===== config.mk =====
export PLATFORM = sky130hd
export DESIGN_NAME = fetch_stage
export DESIGN_NICKNAME = d
export VERILOG_FILES = /design/src/rtl/fetch_stage_pkg.sv /design/src/rtl/fetch_stage.sv
export SDC_FILE = /design/constraint.sdc
export NUM_CORES = 1
export LEC_CHECK = 0
export ABC_AREA = 1
export CAP_MARGIN = 5
export CORE_UTILIZATION = 49
export DETAILED_ROUTE_END_ITERATION = 12
export GPL_TIMING_DRIVEN = 0
export PLACE_DENSITY = 0.75
export SLEW_MARGIN = 20
export SYNTH_ARGS = -nofsm -noshare
export SYNTH_HDL_FRONTEND = slang
export SYNTH_SLANG_ARGS = --single-unit
export TNS_END_PERCENT = 100

===== constraint.sdc =====
create_clock -name clk -period 5.8 [get_ports clk]
set_input_delay 1.45 -clock clk [delete_from_list [all_inputs] [get_ports clk]]
set_output_delay 1.45 -clock clk [all_outputs]
set_load 0.1 [all_outputs]

===== src/rtl/fetch_stage_pkg.sv =====
// Shared types for the fetch stage.
//   common : scalar aliases and the default reset PC.
//   pipes  : fetch/decode payload struct and the fetch FSM state enum.
package common;
   typedef logic        u1;
   typedef logic [31:0] u32;
   typedef logic [63:0] u64;

   // Must agree with the reset PC of the fetch/decode register.
   localparam u64 PC_RESET_DEFAULT = 64'h8000_0000;
endpackage

package pipes;
   import common::*;

   typedef struct packed {
      u64 pc;
      u32 instruction;
   } fetch_data_t;

   // BUSY: request outstanding for pc
   // DROP: request outstanding, its data is stale and will be discarded
   // WAIT: no request, output slot is blocked
   // FULL: skid buffer holds an instruction behind the stalled slot
   typedef enum logic [1:0] {BUSY, DROP, WAIT, FULL} fetch_state_t;
endpackage


===== src/rtl/fetch_stage.sv =====
// Instruction-fetch stage: owns the architectural PC, issues one
// instruction-bus request at a time, presents fetched instructions to the
// fetch/decode register, absorbs a downstream stall with a one-entry skid
// buffer and discards in-flight fetches on a redirect.
//
// Ports
//   clk, reset        : clock, synchronous active-high reset
//   ireq_valid/addr   : bus request, held stable until iresp_data_ok
//   iresp_data_ok/data: one-cycle response completing the request
//   stall             : downstream cannot take dataF this cycle
//   redirect_valid/pc : one-cycle PC redirect, target bits [1:0] ignored
//   dataF, validF     : output slot {pc, instruction} and its valid flag
module fetch_stage
   import common::*;
   import pipes::*;
#(
   parameter u64 PC_RESET = PC_RESET_DEFAULT
) (
   input  logic        clk,
   input  logic        reset,
   output logic        ireq_valid,
   output logic [63:0] ireq_addr,
   input  logic        iresp_data_ok,
   input  logic [31:0] iresp_data,
   input  logic        stall,
   input  logic        redirect_valid,
   input  logic [63:0] redirect_pc,
   output fetch_data_t dataF,
   output logic        validF
);

   fetch_state_t state_q, state_d;
   u64           pc_q, pc_d;
   u64           req_addr_q, req_addr_d;
   fetch_data_t  slot_q, slot_d;
   u1            slot_valid_q, slot_valid_d;
   u64           skid_pc_q, skid_pc_d;
   u32           skid_instr_q, skid_instr_d;
   u1            skid_valid_q, skid_valid_d;

   u1 slot_drain;
   u1 slot_free;
   u1 req_out;

   assign slot_drain = slot_valid_q && !stall;
   assign slot_free  = !slot_valid_q || !stall;
   assign req_out    = (state_q == BUSY) || (state_q == DROP);

   // State register
   always_ff @(posedge clk) begin
      if (reset) begin
         state_q      <= BUSY;
         pc_q         <= PC_RESET;
         req_addr_q   <= PC_RESET;
         slot_q       <= '{pc: PC_RESET, instruction: 32'h0};
         slot_valid_q <= 1'b0;
         skid_valid_q <= 1'b0;
      end else begin
         state_q      <= state_d;
         pc_q         <= pc_d;
         req_addr_q   <= req_addr_d;
         slot_q       <= slot_d;
         slot_valid_q <= slot_valid_d;
         skid_valid_q <= skid_valid_d;
      end
      // Skid payload is only meaningful while skid_valid_q is set.
      skid_pc_q    <= skid_pc_d;
      skid_instr_q <= skid_instr_d;
   end

   // Next-state logic
   always_comb begin
      state_d = state_q;
      if (redirect_valid) begin
         // A request still in flight must be allowed to finish on the bus.
         state_d = (req_out && !iresp_data_ok) ? DROP : BUSY;
      end else begin
         case (state_q)
            BUSY: if (iresp_data_ok) begin
               // A stall seen now is taken as a stall next cycle as well, so
               // stop fetching rather than risk a second word with nowhere to go.
               if (slot_free) state_d = stall ? WAIT : BUSY;
               else           state_d = FULL;
            end
            DROP: if (iresp_data_ok) state_d = BUSY;
            WAIT: if (slot_free)     state_d = BUSY;
            FULL: if (slot_drain)    state_d = BUSY;
            default: state_d = BUSY;
         endcase
      end
   end

   // Datapath / output-slot logic
   always_comb begin
      pc_d         = pc_q;
      slot_d       = slot_q;
      slot_valid_d = slot_valid_q;
      skid_pc_d    = skid_pc_q;
      skid_instr_d = skid_instr_q;
      skid_valid_d = skid_valid_q;

      if (redirect_valid) begin
         pc_d         = redirect_pc & ~64'h3;
         slot_valid_d = 1'b0;
         skid_valid_d = 1'b0;
      end else begin
         if (slot_drain) slot_valid_d = 1'b0;
         case (state_q)
            BUSY: if (iresp_data_ok) begin
               pc_d = req_addr_q + 64'd4;
               if (slot_free) begin
                  slot_d       = '{pc: req_addr_q, instruction: iresp_data};
                  slot_valid_d = 1'b1;
               end else begin
                  skid_pc_d    = req_addr_q;
                  skid_instr_d = iresp_data;
                  skid_valid_d = 1'b1;
               end
            end
            FULL: if (slot_drain) begin
               slot_d       = '{pc: skid_pc_q, instruction: skid_instr_q};
               slot_valid_d = 1'b1;
               skid_valid_d = 1'b0;
            end
            default: ;
         endcase
      end

      // A new request is issued whenever the next state is BUSY; in DROP the
      // old address stays on the bus until its data_ok arrives.
      req_addr_d = (state_d == BUSY) ? pc_d : req_addr_q;
   end

   // Outputs
   always_comb begin
      ireq_valid = req_out && !reset;
      ireq_addr  = req_addr_q;
      dataF      = slot_q;
      validF     = slot_valid_q;
   end

endmodule


==> flow_metrics.tcl <==
set metrics [dict create \
    status "finished clean" \
    drtIter0Drc 1495 \
    worstPathArrival_ns 3.92 \
    rsz0062_at_grt "no" \
    antennaDiodeCount 0 \
    start_kind "input pin" \
    nNetsFinal 2352 \
    irDropWorstVdd_mv 0.2777 \
    final-setup-viol-count 0 \
    yosysWarnings 0 \
    cts_made_buffers 36 \
    hold_path.class "reg -> reg" \
    worst_pin_slew_ns 1.093 \
    critPathKind "in -> out" \
    placement_rows 63 \
    synth.ff_latch_count 323 \
    ioPinCount 263 \
    ctsHoldBuffers 0 \
    wl_per_cell_um 20.68 \
    layout_commonest_cell "nand2_1" \
    finalHoldViolCount 0 \
    routabilityCongestion 0.9606 \
    worstSetupEndpointType "output pin" \
    die_area_sq_um 31060 \
    drc 0 \
    vias_per_cell 5.575 \
    die_height_um 176.2 \
    ys_seq_area_share_pct 49.92 \
    synth.net_count 2051 \
    hpwl_um 41120 \
    tns_ns 0 \
    drive_gt1_share_pct 5.145 \
    syn-cell-area_sq_um 14880 \
    avgSynthCellArea_sq_um 7.649 \
    slew_viol_final 0 \
    cts_setup_buffers 0 \
    worstPathRequired_ns 4.35 \
    cts_buffer_depth 3 \
    clk_pin_slew_worst_paths_ns 0.06 \
    fmax_mhz 186.2 \
    grt_overflow 0 \
    grt_max_degree 28 \
    fin_skew_ns 0.01598 \
    grt_use_total_pct 35.09 \
    die_w_um 176.2 \
    yosysUniqueCellTypes 39 \
    io_buffers 259 \
    fin_crit_sh_pct 92.59 \
    antenna_found_initial 0 \
    cts_root_buf "clkbuf_16" \
    start_util_pct 50.06 \
    hold_slack_ns 0.4600 \
    leakage_nw 7.841 \
    insertion_delay_ns 0.52 \
    grt_pass1_vias 14380 \
    ant_nets 0 \
    wl_um 55090 \
    syn2layout_area_growth_pct 29.92 \
    firstDrtPassIters 6 \
    cts_tree "yes" \
    num_vias 14850 \
    syn_inst 1945 \
    cap_violations 0 \
    powerDensity_nw_per_um2 354.8 \
    cts_sinks 323 \
    finalCriticalPeriod_ns 5.370 \
    mostFrequentLayoutCells "nand2_1 (421), nor2_1 (274), clkdlybuf4s50_1 (258)" \
    relSlewSlack_pct 27.00 \
    critical_path_peak_fanout 10 \
    cts_resized 0 \
    grt_first_pass_wirelength_um 82500 \
    htree_num_levels 2 \
    design.core.area_sq_um 29720 \
]
[report_power, final]
part	switching, W	internal, W
Sequential	0.000163	0.00249
Combinational	0.00135	0.000431
Clock	0.000945	0.00148
[final timing paths]
check,from,end,slack [ns],depth (start not counted)
worst max-delay path,reset,ireq_valid,0.43,5
worst min-delay path,dataF[63],dataF[63],0.46,2
worst max register to register,state_q[0],ireq_addr[21],2.40,12
worst min register to register,dataF[63],dataF[63],0.46,2
[worst max-delay path, cell delays in order]
cell and delay (ns):
clkdlybuf4s50_1 0.54, clkbuf_1 0.72, clkbuf_1 0.56, nor2_1 0.10, dlymetal6s2s_1 0.54
[area by class of cell]
| type | instances | area, sq um |
|---|---|---|
| clock inverters | 21 | 274.0 |
| fillers | 2590 | 10390 |
| clock buffers | 45 | 985.9 |
| well taps | 390 | 488.0 |
| inverters | 202 | 758.2 |
| flip-flops and latches | 323 | 7427 |
| repair buffers | 263 | 2698 |
| multi-input cells | 1325 | 6270 |
| plain buffers | 95 | 426.7 |
[cells in the mapped netlist, drive strengths merged]
cell type  number  area share, %
o21bai          8           0.40
a22o           20            1.2
nand3         126            4.3
a211oi          1          0.050
xor2           11           0.65
o221ai          4           0.24
o211ai          4           0.27
a22oi           2           0.10
nor4            1           0.14
ha              5           0.42
o21ai         213            7.2
a31oi           5           0.21
a21oi         147            4.9
dfxtp         227             31
edfxtp         96             19
mux2i          35            2.4
buf            30            1.2
inv           202            5.1
and2            2          0.084
nand3b          3           0.15
o22ai           4           0.17
nor2          284            7.5
clkbuf         65            1.6
nor3           11           0.37
nand4          14           0.59
nand2         423             11
a31o            2           0.12
[sequential cells by signal (all words and copies together) (netlist names)]
name	count
dataF	96
ireq_addr	64
pc_q	64
skid_pc_q	64
skid_instr_q	32
state_q	2
validF	1
[routing by layer]
metal  GRT usage [%]  routed length, um
met5               0                  0
met4           15.83               2297
met3           6.804               5665
met2           56.84              24950
met1           45.29              22180
[per-stage QoR]
stage          std cells  setup slack, ns  util (%)  instance area [sq um]  total power [W]
3_3_place_gp        2594           -2.187     60.43                  17960         0.004426
6_report            2664           0.4296     65.04                  19330         0.006856
5_1_grt             2664           0.3447     65.04                  19330         0.007056
2_1_floorplan       1945           0.4111         -                  14880         0.003906
4_1_cts             2664         0.002933     65.03                  19320         0.006858
3_5_place_dp        2598         0.009068     60.79                  18060         0.004446
[cell families after synthesis]
logic type	after synthesis	synth area share, %
mux	35	2.355
xor+xnor	11	0.6476
fa+ha+maj	5	0.4205
simple gates	864	23.84
buf+inv	297	7.965
flops	323	49.92
compound gates	410	14.84
Note: power is estimated with default switching activity, not from simulation.
